==> src/rtl/sram_arb_pkg.sv <==
// Shared types and constants for the two-port SRAM arbiter.
// State encodings are plain constants so legacy tools can read them.
package sram_arb_pkg;

    localparam int unsigned TIMEOUT_CYC_DEF = 255;

    typedef logic [1:0] state_t;
    localparam state_t ST_IDLE = 2'd0;
    localparam state_t ST_BUSY = 2'd1;
    localparam state_t ST_GAP  = 2'd2;

    typedef struct packed {
        logic        rw;
        logic [31:0] addr;
        logic [31:0] dtw;
    } req_t;

endpackage

==> src/rtl/rr_arb2.sv <==
// Two-way round-robin selector: on a contest the port not granted last wins.
module rr_arb2 (
    input  logic [1:0] req,
    input  logic       last_grant,
    output logic [1:0] grant
);

    always_comb begin
        grant = req;
        if (req == 2'b11) grant = last_grant ? 2'b01 : 2'b10;
    end

endmodule

==> src/rtl/sram_arbiter.sv <==
// Arbitrates two requesters onto one external SRAM port, one access at a time,
// with a bounded wait on mem_ready and a one-cycle GAP after every completion.
module sram_arbiter
    import sram_arb_pkg::*;
#(
    parameter int unsigned TIMEOUT_CYC = TIMEOUT_CYC_DEF
) (
    input  logic        clk,
    input  logic        reset,
    input  logic        p0_valid,
    input  logic        p0_rw,
    input  logic [31:0] p0_addr,
    input  logic [31:0] p0_dtw,
    output logic        p0_ready,
    output logic        p0_err,
    input  logic        p1_valid,
    input  logic        p1_rw,
    input  logic [31:0] p1_addr,
    input  logic [31:0] p1_dtw,
    output logic        p1_ready,
    output logic        p1_err,
    output logic [31:0] dtr,
    output logic        mem_valid,
    output logic        mem_rw,
    output logic [31:0] mem_addri,
    output logic [31:0] mem_dtw,
    input  logic        mem_ready,
    input  logic [31:0] mem_dtr
);

    // Timeout fires on the BUSY cycle whose increment would reach TIMEOUT_CYC.
    localparam logic [15:0] TO_LAST = 16'(TIMEOUT_CYC - 1);

    state_t      state_q, state_d;
    logic        last_q, last_d;
    logic        gsel_q, gsel_d;
    req_t        hold_q, hold_d;
    logic [15:0] cnt_q, cnt_d;
    logic [1:0]  rdy_q, rdy_d;
    logic [1:0]  err_q, err_d;
    logic [31:0] dtr_q, dtr_d;
    logic [1:0]  grant;

    rr_arb2 u_arb (
        .req        ({p1_valid, p0_valid}),
        .last_grant (last_q),
        .grant      (grant)
    );

    always_comb begin
        state_d = state_q;
        last_d  = last_q;
        gsel_d  = gsel_q;
        hold_d  = hold_q;
        cnt_d   = cnt_q;
        rdy_d   = 2'b00;
        err_d   = 2'b00;
        dtr_d   = '0;
        case (state_q)
            ST_IDLE: begin
                if (|grant) begin
                    gsel_d  = grant[1];
                    last_d  = grant[1];
                    hold_d  = grant[1] ? '{p1_rw, p1_addr, p1_dtw}
                                       : '{p0_rw, p0_addr, p0_dtw};
                    cnt_d   = '0;
                    state_d = ST_BUSY;
                end
            end
            ST_BUSY: begin
                // Completion outranks a timeout landing on the same cycle.
                if (mem_ready) begin
                    rdy_d[gsel_q] = 1'b1;
                    dtr_d         = hold_q.rw ? 32'd0 : mem_dtr;
                    state_d       = ST_GAP;
                end else if (cnt_q == TO_LAST) begin
                    rdy_d[gsel_q] = 1'b1;
                    err_d[gsel_q] = 1'b1;
                    cnt_d         = cnt_q + 16'd1;
                    state_d       = ST_GAP;
                end else begin
                    cnt_d = cnt_q + 16'd1;
                end
            end
            ST_GAP:  state_d = ST_IDLE;
            default: state_d = ST_IDLE;
        endcase
    end

    always_ff @(posedge clk or posedge reset) begin
        if (reset) begin
            state_q <= ST_IDLE;
            last_q  <= 1'b1;
            gsel_q  <= 1'b0;
            hold_q  <= '0;
            cnt_q   <= '0;
            rdy_q   <= 2'b00;
            err_q   <= 2'b00;
            dtr_q   <= '0;
        end else begin
            state_q <= state_d;
            last_q  <= last_d;
            gsel_q  <= gsel_d;
            hold_q  <= hold_d;
            cnt_q   <= cnt_d;
            rdy_q   <= rdy_d;
            err_q   <= err_d;
            dtr_q   <= dtr_d;
        end
    end

    assign mem_valid = (state_q == ST_BUSY);
    assign mem_rw    = mem_valid & hold_q.rw;
    assign mem_addri = mem_valid ? hold_q.addr : 32'd0;
    assign mem_dtw   = mem_valid ? hold_q.dtw  : 32'd0;
    assign p0_ready  = rdy_q[0];
    assign p1_ready  = rdy_q[1];
    assign p0_err    = err_q[0];
    assign p1_err    = err_q[1];
    assign dtr       = dtr_q;

endmodule

==> config.mk <==
export PLATFORM = sky130hd
export DESIGN_NAME = sram_arbiter
export DESIGN_NICKNAME = d
export VERILOG_FILES = /design/src/rtl/sram_arb_pkg.sv /design/src/rtl/rr_arb2.sv /design/src/rtl/sram_arbiter.sv
export SDC_FILE = /design/constraint.sdc
export NUM_CORES = 1
export LEC_CHECK = 0
export CAP_MARGIN = 20
export CELL_PAD_IN_SITES_DETAIL_PLACEMENT = 1
export CELL_PAD_IN_SITES_GLOBAL_PLACEMENT = 2
export CORE_MARGIN = 4
export CORE_UTILIZATION = 21
export CTS_BUF_LIST = sky130_fd_sc_hd__clkbuf_16
export DETAILED_ROUTE_END_ITERATION = 8
export PLACE_DENSITY_LB_ADDON = 0.15
export REMOVE_ABC_BUFFERS = 1
export SLEW_MARGIN = 15
export SYNTH_ARGS = -nofsm -noshare
export SYNTH_HDL_FRONTEND = slang
export SYNTH_SLANG_ARGS = --single-unit
==> constraint.sdc <==
create_clock -name clk -period 4.2 [get_ports clk]
set_clock_uncertainty 0.2 [all_clocks]
set_input_delay 0.84 -clock clk [delete_from_list [all_inputs] [get_ports clk]]
set_output_delay 0.84 -clock clk [all_outputs]
set_load 0.05 [all_outputs]
# Word level (Yosys, flattened, before mapping)
# Cells that the tools add are included.
[op_classes]
reduce_logical = 7
n_mux = 22
n_eq_ne = 6
n_lt_le_gt_ge = 2
bitwise = 1
addsub = 1
[ops]
columns = ["operator", "n"]
rows = [
  ["two-way mux 32 bit", 5],
  ["two-way mux 65 bit", 1],
  ["two-way mux 16 bit", 2],
  ["case mux 16 bit (2 select lines)", 1],
  ["two-way mux 2 bit", 10],
  ["adder 16 x 1 -> 16 bit (second input constant)", 1],
  ["== test 16 x 8 -> 1 bit (second input constant)", 1],
  ["!= test 2 bit (second input constant)", 2],
  ["case mux 2 bit (2 select lines)", 1],
  ["AND reduction 2 bit", 2],
  ["!= test 3 x 1 -> 1 bit (second input constant)", 1],
  ["AND reduction 3 bit", 1],
  ["== test 2 x 1 -> 1 bit (second input constant)", 1],
  ["== test 2 bit (second input constant)", 1],
  ["zero test 2 bit", 1],
  ["< comparator 1 x 2 -> 1 bit (second input constant)", 1],
  ["nonzero test 2 bit", 1],
  ["OR reduction 2 bit", 1],
  ["AND 1 bit", 1],
  ["demux 1 bit (select 1 bit)", 1],
  ["greater-or-equal comparator 1 bit (second input constant)", 1],
  ["logical AND 1 bit", 1],
  ["two-way mux 1 bit", 1],
]
[totals]
elab_cells = 49
reg_bits = 121

# Depth between registers and ports, before layout
[depth]
ltp_word = 7
depth_mapped = 6
depth_no_buf = 6

# Cells and area by module
# From an unflattened synthesis, not the netlist that was laid out.
[hier_totals]
hier_cells = 537
hier_area_um2 = 5615.4
[by_module_without_submodules]
columns = ["mod", "instances", "cells_per_inst", "seq_area_each_um2", "area_each_um2"]
rows = [
  ["sram_arbiter", 1, 534, 3029.2, 5596.6],
  ["rr_arb2", 1, 3, 0.0, 18.8],
]

# Worst setup path before layout
# No wires, ideal clock.
[synth_timing]
kind = "reg-to-output"
from = "register state_q[0]"
to = "output mem_dtw[22]"
arrival_ns = 1.794
stages_incl_launch_ff = 5
path_buffers = 1
setup_slack_ns = 1.366
path_cell_list = "dfrtp_1 inv_1 nor2_1 clkbuf_1 and2_1"
[synth_between]
elab_chain_len = 2
[synth_lines]
columns = ["item", "line_no", "rtl"]
rows = [
  ["from (decl)", "sram_arbiter.sv:34", "state_t state_q, state_d;"],
  ["from (signal assigned)", "sram_arbiter.sv:101", "state_q <= state_d;"],
  ["== test 2 x 1 -> 1 bit", "sram_arbiter.sv:112", "assign mem_valid = (state_q == ST_BUSY);"],
  ["net mem_valid", "sram_arbiter.sv:23", "output logic mem_valid,"],
  ["two-way mux 32 bit", "sram_arbiter.sv:115", "assign mem_dtw = mem_valid ? hold_q.dtw : 32'd0;"],
  ["to (decl)", "sram_arbiter.sv:26", "output logic [31:0] mem_dtw,"],
]
# The timed path passes the listed nets, and every way through them passes these cells.

# Worst setup path after layout
[layout_timing]
from = "register state_q[0]"
to = "output mem_addri[2]"
[layout_between]
elab_chain_len = 2
[layout_lines]
columns = ["item", "line_no", "rtl"]
rows = [
  ["== test 2 x 1 -> 1 bit", "sram_arbiter.sv:112", ""],
  ["two-way mux 32 bit", "sram_arbiter.sv:114", "assign mem_addri = mem_valid ? hold_q.addr : 32'd0;"],
  ["to (decl)", "sram_arbiter.sv:25", "output logic [31:0] mem_addri,"],
]
# No other way between the ends.

==> flow_summary.json <==
{
  "status": "complete, no violations",
  "peakVddDrop_mv": 0.229,
  "cp_num_buf_inv": 3,
  "cp_top_family": "buffers and inverters",
  "cts.path.max_buffers": 2,
  "r2r_cells": 4,
  "core_mm2": 0.0261,
  "routed_wl_um": 19400,
  "critPathCaptureType": "output pin",
  "cts-root-buf": "clkbuf_16",
  "ys_seq_elements": 121,
  "cap_viol_max_count": 0,
  "rows": 59,
  "dieHeight_um": 171,
  "wl_per_cell_um": 16.9,
  "fin_crit_sh_pct": 86.8,
  "cp-start-kind": "flop",
  "async_flop_share_pct": 100,
  "drt_iter0_drc": 117,
  "grt_pass1_wl_um": 29800,
  "tightest_slew_ns": 0.674,
  "p_leak_nw": 3.95,
  "synthTopCellsByArea": "dfrtp_1 54%, mux2i_1 12%, and2_1 11%",
  "hpwl_um": 14400,
  "cts_setup_buffers": 0,
  "cts_tree": "yes",
  "r2r_start": "state_q[1]",
  "holdPathEnd": "hold_q[55]",
  "crit_fanout": 56,
  "dieArea_mm2": 0.0293,
  "syn_area_per_cell_um2": 10.4,
  "cts_resized": 0,
  "layout_min_cycle_time_ns": 3.65,
  "ys_dominant_reg_cell": "dfrtp_1",
  "fin_ws_ns": 0.553,
  "synth_top_area_cell": "dfrtp_1",
  "grt_util_all_layers_pct": 13.0,
  "final_area_mm2": 0.00925,
  "antenna_found_initial": 0,
  "clkTransAtPathRegs_ns": 0.06,
  "fp.dieW_um": 171,
  "viasPerCell": 4.22,
  "synth_edf_count": 0,
  "postCtsHoldBufs": 0,
  "reg2reg_to": "cnt_q[13]",
  "worstPathRequired_ns": 3.16,
  "hold_violations": 0,
  "setup_viol": 0,
  "reg2reg_slack_ns": 2.17,
  "rsz0062_at_grt": "false",
  "critPathMaxStageDelay_ns": 0.85,
  "areaGrowthSynthToFinish_pct": 65.7,
  "start_util_pct": 21.4,
  "portBuffers": 268,
  "gp_congestion": 0.782,
  "drt_pass1_iterations": 4,
  "power_density_mw_per_mm2": 610,
  "hold-path-cell-count": 2,
  "placed_cell_area_mm2": 0.00867,
  "remaining_drc_errors": 0,
  "mostFrequentLayoutCells": "268 x clkdlybuf4s50_1, 120 x dfrtp_1, 100 x and2_1",
  "arrival_ns": 2.61,
  "ant_nets": 0,
  "fin_nets": 968,
  "drive_above_1_share_pct": 6.03,
  "max-slew-margin-rel_pct": 55.0,
  "grt_pass1_vias": 5367,
  "hold_path.class": "flop to flop",
  "cts.htree.levels": 4,
  "crit_slowest_cell": "clkdlybuf4s50_1",
  "fin_hold_ws_ns": 0.273,
  "ios": 269,
  "grt-ovfl-total": 0,
  "numCtsBuffers": 17,
  "worstSkewPairLatency_ns": 0.41,
  "worstSetupPathType": "flop to output pin",
  "clock-sinks": 121,
  "yosysWarnings": 0,
  "cp-startpoint": "state_q[0]",
  "insertedDiodeCount": 0,
  "path_cells": "inv_1, nor2_4, buf_12, and2_1, clkdlybuf4s50_1",
  "yosys.cell_types.count": 39,
  "power.total_mw": 5.64,
  "netlist_instances": 538,
  "yosys.area.top_type_share_pct": 53.8,
  "dr_total_vias": 4839,
  "slew_viol_final": 0,
  "hold_path.startpoint": "hold_q[55]",
  "syn_area_mm2": 0.00558,
  "final_common_cell": "clkdlybuf4s50_1",
  "grt_max_degree": 129,
  "ys_seq_area_share_pct": 54.3,
  "place_ws_ns": 0.954,
  "fmax_mhz": 274
}
## cells by family (layout without fill, tap and decap cells)
| group | Yosys count | count (layout) | synth area share, % |
|---|---|---|---|
| buf+inv | 37 | 311 | 2.85 |
| mux | 65 | 65 | 11.7 |
| xor+xnor | 4 | 4 | 0.628 |
| compound gates | 92 | 92 | 8.77 |
| fa+ha+maj | 2 | 2 | 0.448 |
| flops | 121 | 121 | 54.3 |
| simple gates | 217 | 217 | 21.4 |
## per-layer routing
metal | global-route usage, % | part of all wire (%) | vias to the layer above
met4 | 3.38 | 1.1 | 0
met3 | 5.22 | 9.4 | 16
met2 | 21.1 | 46 | 190
met1 | 16.2 | 43 | 2297
met5 | 0 | 0 | -
li1 | - | - | 2336
## power breakdown
part           internal [mW]  total, mW  switching, mW
clock                  0.874       1.44          0.568
combinational          0.903       2.46           1.55
sequential              1.53       1.74          0.208
total                   3.31       5.64           2.33
## cells in the mapped netlist (all sizes together), types with 2 or more instances
cell,count
nand2,79
a21oi,11
and4,3
buf,14
ha,2
nand4,5
xor2,3
and2,100
and3,2
o21ai,74
nor2,8
dfrtp,120
inv,5
mux2i,65
or3,9
clkbuf,18
o21a,2
or4,2
nor4b,2
nand3,3
## worst max-delay path by stage
stage	cells past startpoint	to	slack, ns
5_1_grt	5	mem_rw	0.38
3_3_place_gp	5	mem_addri[2]	1.02
2_1_floorplan	3	hold_q[0]	-2.12
3_5_place_dp	5	mem_addri[2]	0.95
6_report	5	mem_addri[2]	0.55
4_1_cts	5	mem_addri[2]	0.50
## per-stage QoR
step	utilization [%]	TNS, ns	instances
4_1_cts	35.4	0	1147
6_report	35.4	0	1147
3_3_place_gp	33.2	0	1115
3_5_place_dp	33.2	0	1115
2_1_floorplan	-	-149.49	506
5_1_grt	35.4	0	1147
## worst min-delay path, stage by stage (launching register included)
cell and delay [ns]:
dfrtp_1 0.33, nand2_1 0.04, o21ai_0 0.06
## flip-flops by register name, indices dropped and copies added (netlist names)
signal	count
hold_q	65
dtr	32
cnt_q	16
err_q	2
rdy_q	2
state_q	2
gsel_q	1
last_q	1
## cell type report
class | instances | area [um^2]
Inverter | 5 | 21.3
Tap cell | 335 | 419
Clock inverter | 15 | 154
Clock buffer | 17 | 425
Fill cell | 2931 | 16900
Timing Repair Buffer | 274 | 2770
Sequential cell | 121 | 3030
Multi-Input combinational cell | 380 | 2430
No activity file was read; power rests on OpenSTA's default activity.
